`src/rtl/fx_pkg.sv`:
```
// Shared definitions for the floating-point sum sequencer: FSM encoding,
// FP constants and the element address helper.
package fx_pkg;

    typedef enum logic [2:0] {
        IDLE,
        FETCH,
        WAIT_MEM,
        EVAL_START,
        EVAL_WAIT,
        FINISH
    } state_t;

    localparam logic [31:0] FP_ZERO = 32'h0000_0000;

    // Byte address of a 32-bit element; wraps naturally at 2^32.
    function automatic logic [31:0] elem_addr(input logic [31:0] base, input logic [31:0] idx);
        return base + (idx << 2);
    endfunction

endpackage

```
`src/rtl/fx_sum_sequencer.sv`:
```
// Walks an array of IEEE-754 singles in memory, hands each element to an
// external evaluator together with the running sum, and reports the final sum.
module fx_sum_sequencer
    import fx_pkg::*;
#(
    parameter int MEM_LAT = 2,
    parameter int N_W     = 16
) (
    input  logic           clk,
    input  logic           reset,
    input  logic           clk_en,
    input  logic           go,
    input  logic [31:0]    base_addr,
    input  logic [N_W-1:0] n,
    output logic           busy,
    output logic           result_valid,
    output logic [31:0]    result,
    output logic           mem_rd,
    output logic [31:0]    mem_addr,
    input  logic [31:0]    mem_rdata,
    output logic [31:0]    eval_x,
    output logic [31:0]    eval_sum,
    output logic           eval_start,
    input  logic           eval_done,
    input  logic [31:0]    eval_new_sum
);

    localparam logic [2:0] LAT_LAST = 3'(MEM_LAT - 1);

    state_t         state;
    logic [31:0]    base_reg;
    logic [31:0]    x_reg;
    logic [31:0]    sum_reg;
    logic [N_W-1:0] n_reg;
    logic [N_W-1:0] idx;
    logic [2:0]     lat_cnt;
    logic           last_elem;

    // Comparing against n-1 keeps idx at N_W bits even for the largest n.
    assign last_elem = (idx == n_reg - N_W'(1));

    assign eval_x   = x_reg;
    assign eval_sum = sum_reg;

    // NOTE: every register here is assigned with <= so all branches see pre-edge values.
    always_ff @(posedge clk) begin
        if (reset) begin
            state        <= IDLE;
            busy         <= 1'b0;
            result_valid <= 1'b0;
            result       <= FP_ZERO;
            mem_rd       <= 1'b0;
            mem_addr     <= '0;
            eval_start   <= 1'b0;
            base_reg     <= '0;
            x_reg        <= '0;
            sum_reg      <= FP_ZERO;
            n_reg        <= '0;
            idx          <= '0;
            lat_cnt      <= '0;
        end else if (clk_en) begin
            case (state)
                IDLE: begin
                    if (go) begin
                        busy     <= 1'b1;
                        base_reg <= base_addr;
                        n_reg    <= n;
                        idx      <= '0;
                        sum_reg  <= FP_ZERO;
                        if (n != '0) begin
                            mem_rd   <= 1'b1;
                            mem_addr <= base_addr;
                            state    <= FETCH;
                        end else begin
                            result       <= FP_ZERO;
                            result_valid <= 1'b1;
                            state        <= FINISH;
                        end
                    end
                end
                FETCH: begin
                    mem_rd  <= 1'b0;
                    lat_cnt <= '0;
                    state   <= WAIT_MEM;
                end
                WAIT_MEM: begin
                    if (lat_cnt == LAT_LAST) begin
                        x_reg      <= mem_rdata;
                        eval_start <= 1'b1;
                        state      <= EVAL_START;
                    end else begin
                        lat_cnt <= lat_cnt + 3'd1;
                    end
                end
                EVAL_START: begin
                    eval_start <= 1'b0;
                    state      <= EVAL_WAIT;
                end
                EVAL_WAIT: begin
                    if (eval_done) begin
                        sum_reg <= eval_new_sum;
                        idx     <= idx + N_W'(1);
                        if (last_elem) begin
                            result       <= eval_new_sum;
                            result_valid <= 1'b1;
                            state        <= FINISH;
                        end else begin
                            mem_rd   <= 1'b1;
                            mem_addr <= elem_addr(base_reg, 32'(idx + N_W'(1)));
                            state    <= FETCH;
                        end
                    end
                end
                FINISH: begin
                    result_valid <= 1'b0;
                    busy         <= 1'b0;
                    state        <= IDLE;
                end
                default: state <= IDLE;
            endcase
        end
    end

endmodule

```
`config.mk`:
```
export PLATFORM = sky130hd
export DESIGN_NAME = fx_sum_sequencer
export DESIGN_NICKNAME = d
export VERILOG_FILES = /design/src/rtl/fx_pkg.sv /design/src/rtl/fx_sum_sequencer.sv
export SDC_FILE = /design/constraint.sdc
export NUM_CORES = 1
export LEC_CHECK = 0
export BUFFER_PORTS_ARGS = -buffer_cell sky130_fd_sc_hd__buf_2
export CORE_UTILIZATION = 25
export CTS_CLUSTER_SIZE = 10
export DETAILED_ROUTE_END_ITERATION = 10
export PLACE_DENSITY = 0.47
export SLEW_MARGIN = 20
export SYNTH_ARGS = -nofsm -noshare
export SYNTH_HDL_FRONTEND = slang
export SYNTH_SLANG_ARGS = --single-unit
export TNS_END_PERCENT = 30
```
`constraint.sdc`:
```
create_clock -name clk -period 9.3 [get_ports clk]
set_input_delay 1.86 -clock clk [delete_from_list [all_inputs] [get_ports clk]]
set_output_delay 1.86 -clock clk [all_outputs]
set_load 0.005 [all_outputs]
```
== Yosys cells after proc, flatten, opt, wreduce, memory -nomap -nowiden ==
Index checks and enable logic that the tools add are counted.
Word-level totals
  flip-flop bits (word level): 202
  bits of input ports: 117
  word-level logic and storage cells: 90
Operators by class
  reduce and logical (&&, ||, !) cells: 19
  equal/unequal tests: 15
  mux-type cells: 38
  add/subtract/negate cells: 5
Operators with widths (count)
  2-to-1 mux 32 bit: 10
  one-hot mux 32 bit (2 select lines): 3
  adder 32 x 19 -> 32 bit: 1
  2-to-1 mux 16 bit: 2
  one-hot mux 16 bit (2 select lines): 1
  AND reduction 6 bit: 4
  2-to-1 mux 3 bit: 6
  adder 16 x 1 -> 17 bit (second input constant): 1
  adder 16 x 1 -> 16 bit (second input constant): 1
  equality test 16 bit: 1
  != test 2 bit (second input constant): 8
  nonzero test 16 bit: 1
  subtractor 16 x 1 -> 16 bit (second input constant): 1
  one-hot mux 3 bit (5 select lines): 1
  AND reduction 3 bit: 5
  2-to-1 mux 1 bit: 10
  AND reduction 4 bit: 2
  nonzero test 2 bit: 4
  equality test 3 x 1 -> 1 bit (second input constant): 2
  equality test 3 x 2 -> 1 bit (second input constant): 2
  equality test 3 bit (second input constant): 2
  one-hot mux 1 bit (3 select lines): 2
  one-hot mux 3 bit (2 select lines): 1
  nonzero test 3 bit: 2
  other kinds (3): 4

== Longest topological paths before layout ==
  depth in word-level cells: 5
  depth in mapped cells: 18
  mapped depth without buffers: 14

== Worst setup path after synthesis ==
OpenSTA, ideal clock, no wires.
  path kind: register to register
  start: reg idx[0]
  end: reg mem_addr[28]
  arrival time: 3.818 ns
  path slack: 5.410 ns
  path buffers: 1
  cell stages (with the launch flop): 15
  path through: dfxtp_1 > ha_1 > nand3_1 > or4_1 > nor2_1 > nand3_1 > xnor2_1 > ha_1 > nand3_1 > or3_1 > o21a_1 > clkbuf_1 > or3_1 > a311o_1 > mux2i_1
Between the ends
  cells in the longest elaborated chain, start to end: 5
Ends and longest elaborated chain
  start: declaration: line fx_sum_sequencer.sv:35  | logic [N_W-1:0] idx;
  start signal: assignment: line fx_sum_sequencer.sv:102  | idx <= idx + N_W'(1);
  adder 16 x 1 -> 17 bit: line fx_sum_sequencer.sv:109  | mem_addr <= elem_addr(base_reg, 32'(idx + N_W'(1)));
  adder 32 x 19 -> 32 bit: line fx_pkg.sv:18  | return base + (idx << 2);
  2-to-1 mux 32 bit: line fx_sum_sequencer.sv:103  | if (last_elem) begin
  2-to-1 mux 32 bit: line fx_sum_sequencer.sv:100  | if (eval_done) begin
  one-hot mux 32 bit (2 select lines): line fx_sum_sequencer.sv:62  | case (state)
  end signal: assignment: line fx_sum_sequencer.sv:72  | mem_addr <= base_addr;
  end signal: assignment: line fx_sum_sequencer.sv:109
  end: declaration: line fx_sum_sequencer.sv:19  | output logic [31:0] mem_addr,
Several ways; a longest one is shown, not always the timed one. The select of a mux whose other input is x is not followed.
A chain may end at the register's enable or synchronous reset.

== Worst setup path after layout ==
  start: in clk_en
  end: reg mem_addr[16]
Between the ends
  cells in the longest elaborated chain, start to end: 1
Ends and longest elaborated chain
  start: declaration: line fx_sum_sequencer.sv:11  | input logic clk_en,
  AND reduction 6 bit (no line)
Every way passes these cells.

==> impl_metrics.tcl <==
set metrics [dict create \
    status "completed" \
    synth_nets 1376 \
    synth_compound_area_share_pct 22.6 \
    synth-edff-count 0 \
    crit_fanout 50 \
    hold_buffers 0 \
    core_mm2 0.0386 \
    tightest_slew_ps 1100 \
    cp.arrival_ps 4790 \
    async_flop_share_pct 0 \
    via_per_inst 4.84 \
    area_delta_synth_final_pct 25.0 \
    gp_congestion 0.842 \
    ys_warn_count 0 \
    cts_tree "yes" \
    finalHoldViolCount 0 \
    maxCapViolations 0 \
    synthTopCellsByArea "dfxtp_1 41%, nand2_1 9.6%, a21oi_1 8.8%, nor2_1 3.5%, clkbuf_1 2.9%" \
    period_needed_ps 4400 \
    synthAdderAreaFrac_pct 2.90 \
    maxSlewViolCount 0 \
    rows 72 \
    drtPass1Iterations 5 \
    fp.dieW_um 200 \
    synth_seq_area_share_pct 41.4 \
    worstSkewPairLatency_ps 560 \
    vias 9534 \
    setup-violations-final 0 \
    multi_input_area_mm2 0.00528 \
    end_kind "flip-flop" \
    ios 249 \
    synthMuxAreaShare_pct 1.74 \
    wl_per_cell_um 16.4 \
    synth-xor-area-share_pct 4.13 \
    synth_ff_type "dfxtp_1" \
    drc 0 \
    synthCells 1237 \
    rsz0062_at_grt "no" \
    synthesis.area_mm2 0.00977 \
    yosysTopAreaCellShare_pct 41.4 \
    root_buffer "clkbuf_16" \
    gr-usage-all-layers_pct 15.5 \
    hp-class "flip-flop to flip-flop" \
    start_util_pct 25.3 \
    path_class "primary input to flip-flop" \
    portBuffers 248 \
    post-route-util_pct 31.7 \
    setup_tns_ps 0 \
    fmax_mhz 227 \
    worstPathRequired_ps 9680 \
    cts_resized 0 \
    drt_iter0_drc 450 \
    ir_worst_vdd_mv 0.112 \
    synth_simple_gate_area_share_pct 22.5 \
    start_kind "primary input" \
    wl_mm 32.2 \
    grt_max_degree 117 \
    leakagePower_nw 4.97 \
    grt_overflow_total 0 \
    fill_cells 4247 \
    grt_pass1_vias 8829 \
    cts_num_sinks 202 \
    grt_pass1_wl_mm 49.2 \
    synth_cell_type_count 66 \
    drive_gt1_share_pct 22.2 \
    die_h_um 200 \
    skew_ps 22.0 \
    ys_top_cells_by_count "251 x nand2_1, 202 x dfxtp_1, 172 x a21oi_1, 90 x nor2_1, 76 x clkbuf_1" \
    antenna_found_initial 4 \
    seqCellArea_mm2 0.00404 \
    layout.nets 1575 \
    powerDensity_mw_per_mm2 177 \
    dp_hpwl_mm 22.1 \
    htree_levels 1 \
    synth.avg_cell_area_um2 7.90 \
    dieArea_mm2 0.0399 \
    clkSlewWorstSetupHoldPaths_ps 60 \
    ant_nets 0 \
    synth_top_family_by_area "compound AO/OA/AOI/OAI gates" \
    slew-limit-headroom_pct 26.9 \
    synth_top_area_cell "dfxtp_1" \
    cts_max_path_buffers 3 \
    post-route-period-util_pct 47.4 \
    cts_setup_buffers 0 \
    numCtsBuffers 26 \
    ys_seq_elements 202 \
    yosysMostFrequentCell "nand2_1" \
]
stage by stage:
step                setup slack, ps  power [W]  cells  hold slack (ps)  instance area, um^2
finish                         4900    0.00216   1969              450                12200
global route                   4540    0.00227   1969              461                12200
CTS                            4910    0.00220   1967              452                12200
detailed placement             4290    0.00122   1925              445                11400
global placement               4350    0.00122   1925              440                11400
floorplan                      5410    0.00111   1237              436                 9770
cell type report:
cell class,count,share of cell area (%)
multi-input combinational,926,43.2
antenna,1,0.0205
clock inverter,4,0.482
clock buffer,38,6.03
tap,518,5.31
sequential,202,33.1
inverter,16,0.492
timing repair buffer,264,11.3
logic make-up (layout without fill, tap and decap cells):
family / after synthesis / after routing
adders and majority gates: 22 / 22
muxes: 17 / 17
and+or+nand+nor: 493 / 493
other: 0 / 1
DFF: 202 / 202
AOI/OAI and AO/OA: 348 / 348
xor gates and xnor gates: 46 / 46
buffers and inverters: 109 / 322
final timing paths:
path / start / end / slack (ps) / cells after the start
setup / recovery: clk_en / mem_addr[16] / 4900 / 7
hold reg to reg: eval_x[7] / eval_x[7] / 450 / 2
setup reg to reg: idx[2] / mem_addr[28] / 4920 / 13
hold / removal: eval_x[7] / eval_x[7] / 450 / 2
power by group:
part | internal, W | leakage [nW] | total, W | switching [W]
sequential | 0.000899 | 1.64 | 0.000930 | 0.0000304
clock | 0.000569 | 0.384 | 0.000961 | 0.000391
combinational | 0.000105 | 2.95 | 0.000272 | 0.000168
placed cells by master (no fill, tap or decap), types with 5 or more instances in the layout:
master | netlist | routed
o21ai_0 | 40 | 40
a22oi_1 | 37 | 37
ha_1 | 21 | 21
dfxtp_1 | 202 | 202
a211oi_1 | 9 | 9
o41ai_1 | 5 | 5
mux2i_1 | 17 | 17
nand2_1 | 251 | 251
inv_1 | 15 | 15
and3_1 | 12 | 11
xor2_1 | 25 | 25
nand4_1 | 11 | 11
clkbuf_1 | 76 | 8
a21oi_1 | 172 | 172
o211ai_1 | 14 | 14
buf_2 | 8 | 247
nand3_1 | 53 | 52
o2111ai_1 | 5 | 5
nor4_1 | 11 | 11
clkbuf_16 | 0 | 26
nor3_1 | 19 | 17
or3_1 | 8 | 8
xnor2_1 | 21 | 21
nor2_1 | 90 | 90
nand2b_1 | 7 | 7
a21o_1 | 6 | 6
buf_4 | 1 | 15
a211oi_2 | 9 | 9
nand3b_1 | 10 | 10
critical path, cell delays in order:
cell and delay (ps):
buf_2 110, inv_1 110, or4_2 1140, o21bai_2 410
buf_4 230, nor2_2 720, a311oi_1 190
metal layers:
layer | global-route usage [%] | share of wire [%] | vias to the layer above
met2 | 25.1 | 46 | 248
met5 | 0 | 0.12 | -
li1 | - | - | 4763
met3 | 4.03 | 6.9 | 52
met1 | 20.2 | 45 | 4465
met4 | 4.30 | 1.8 | 6
No activity file was read; power rests on OpenSTA's default activity.
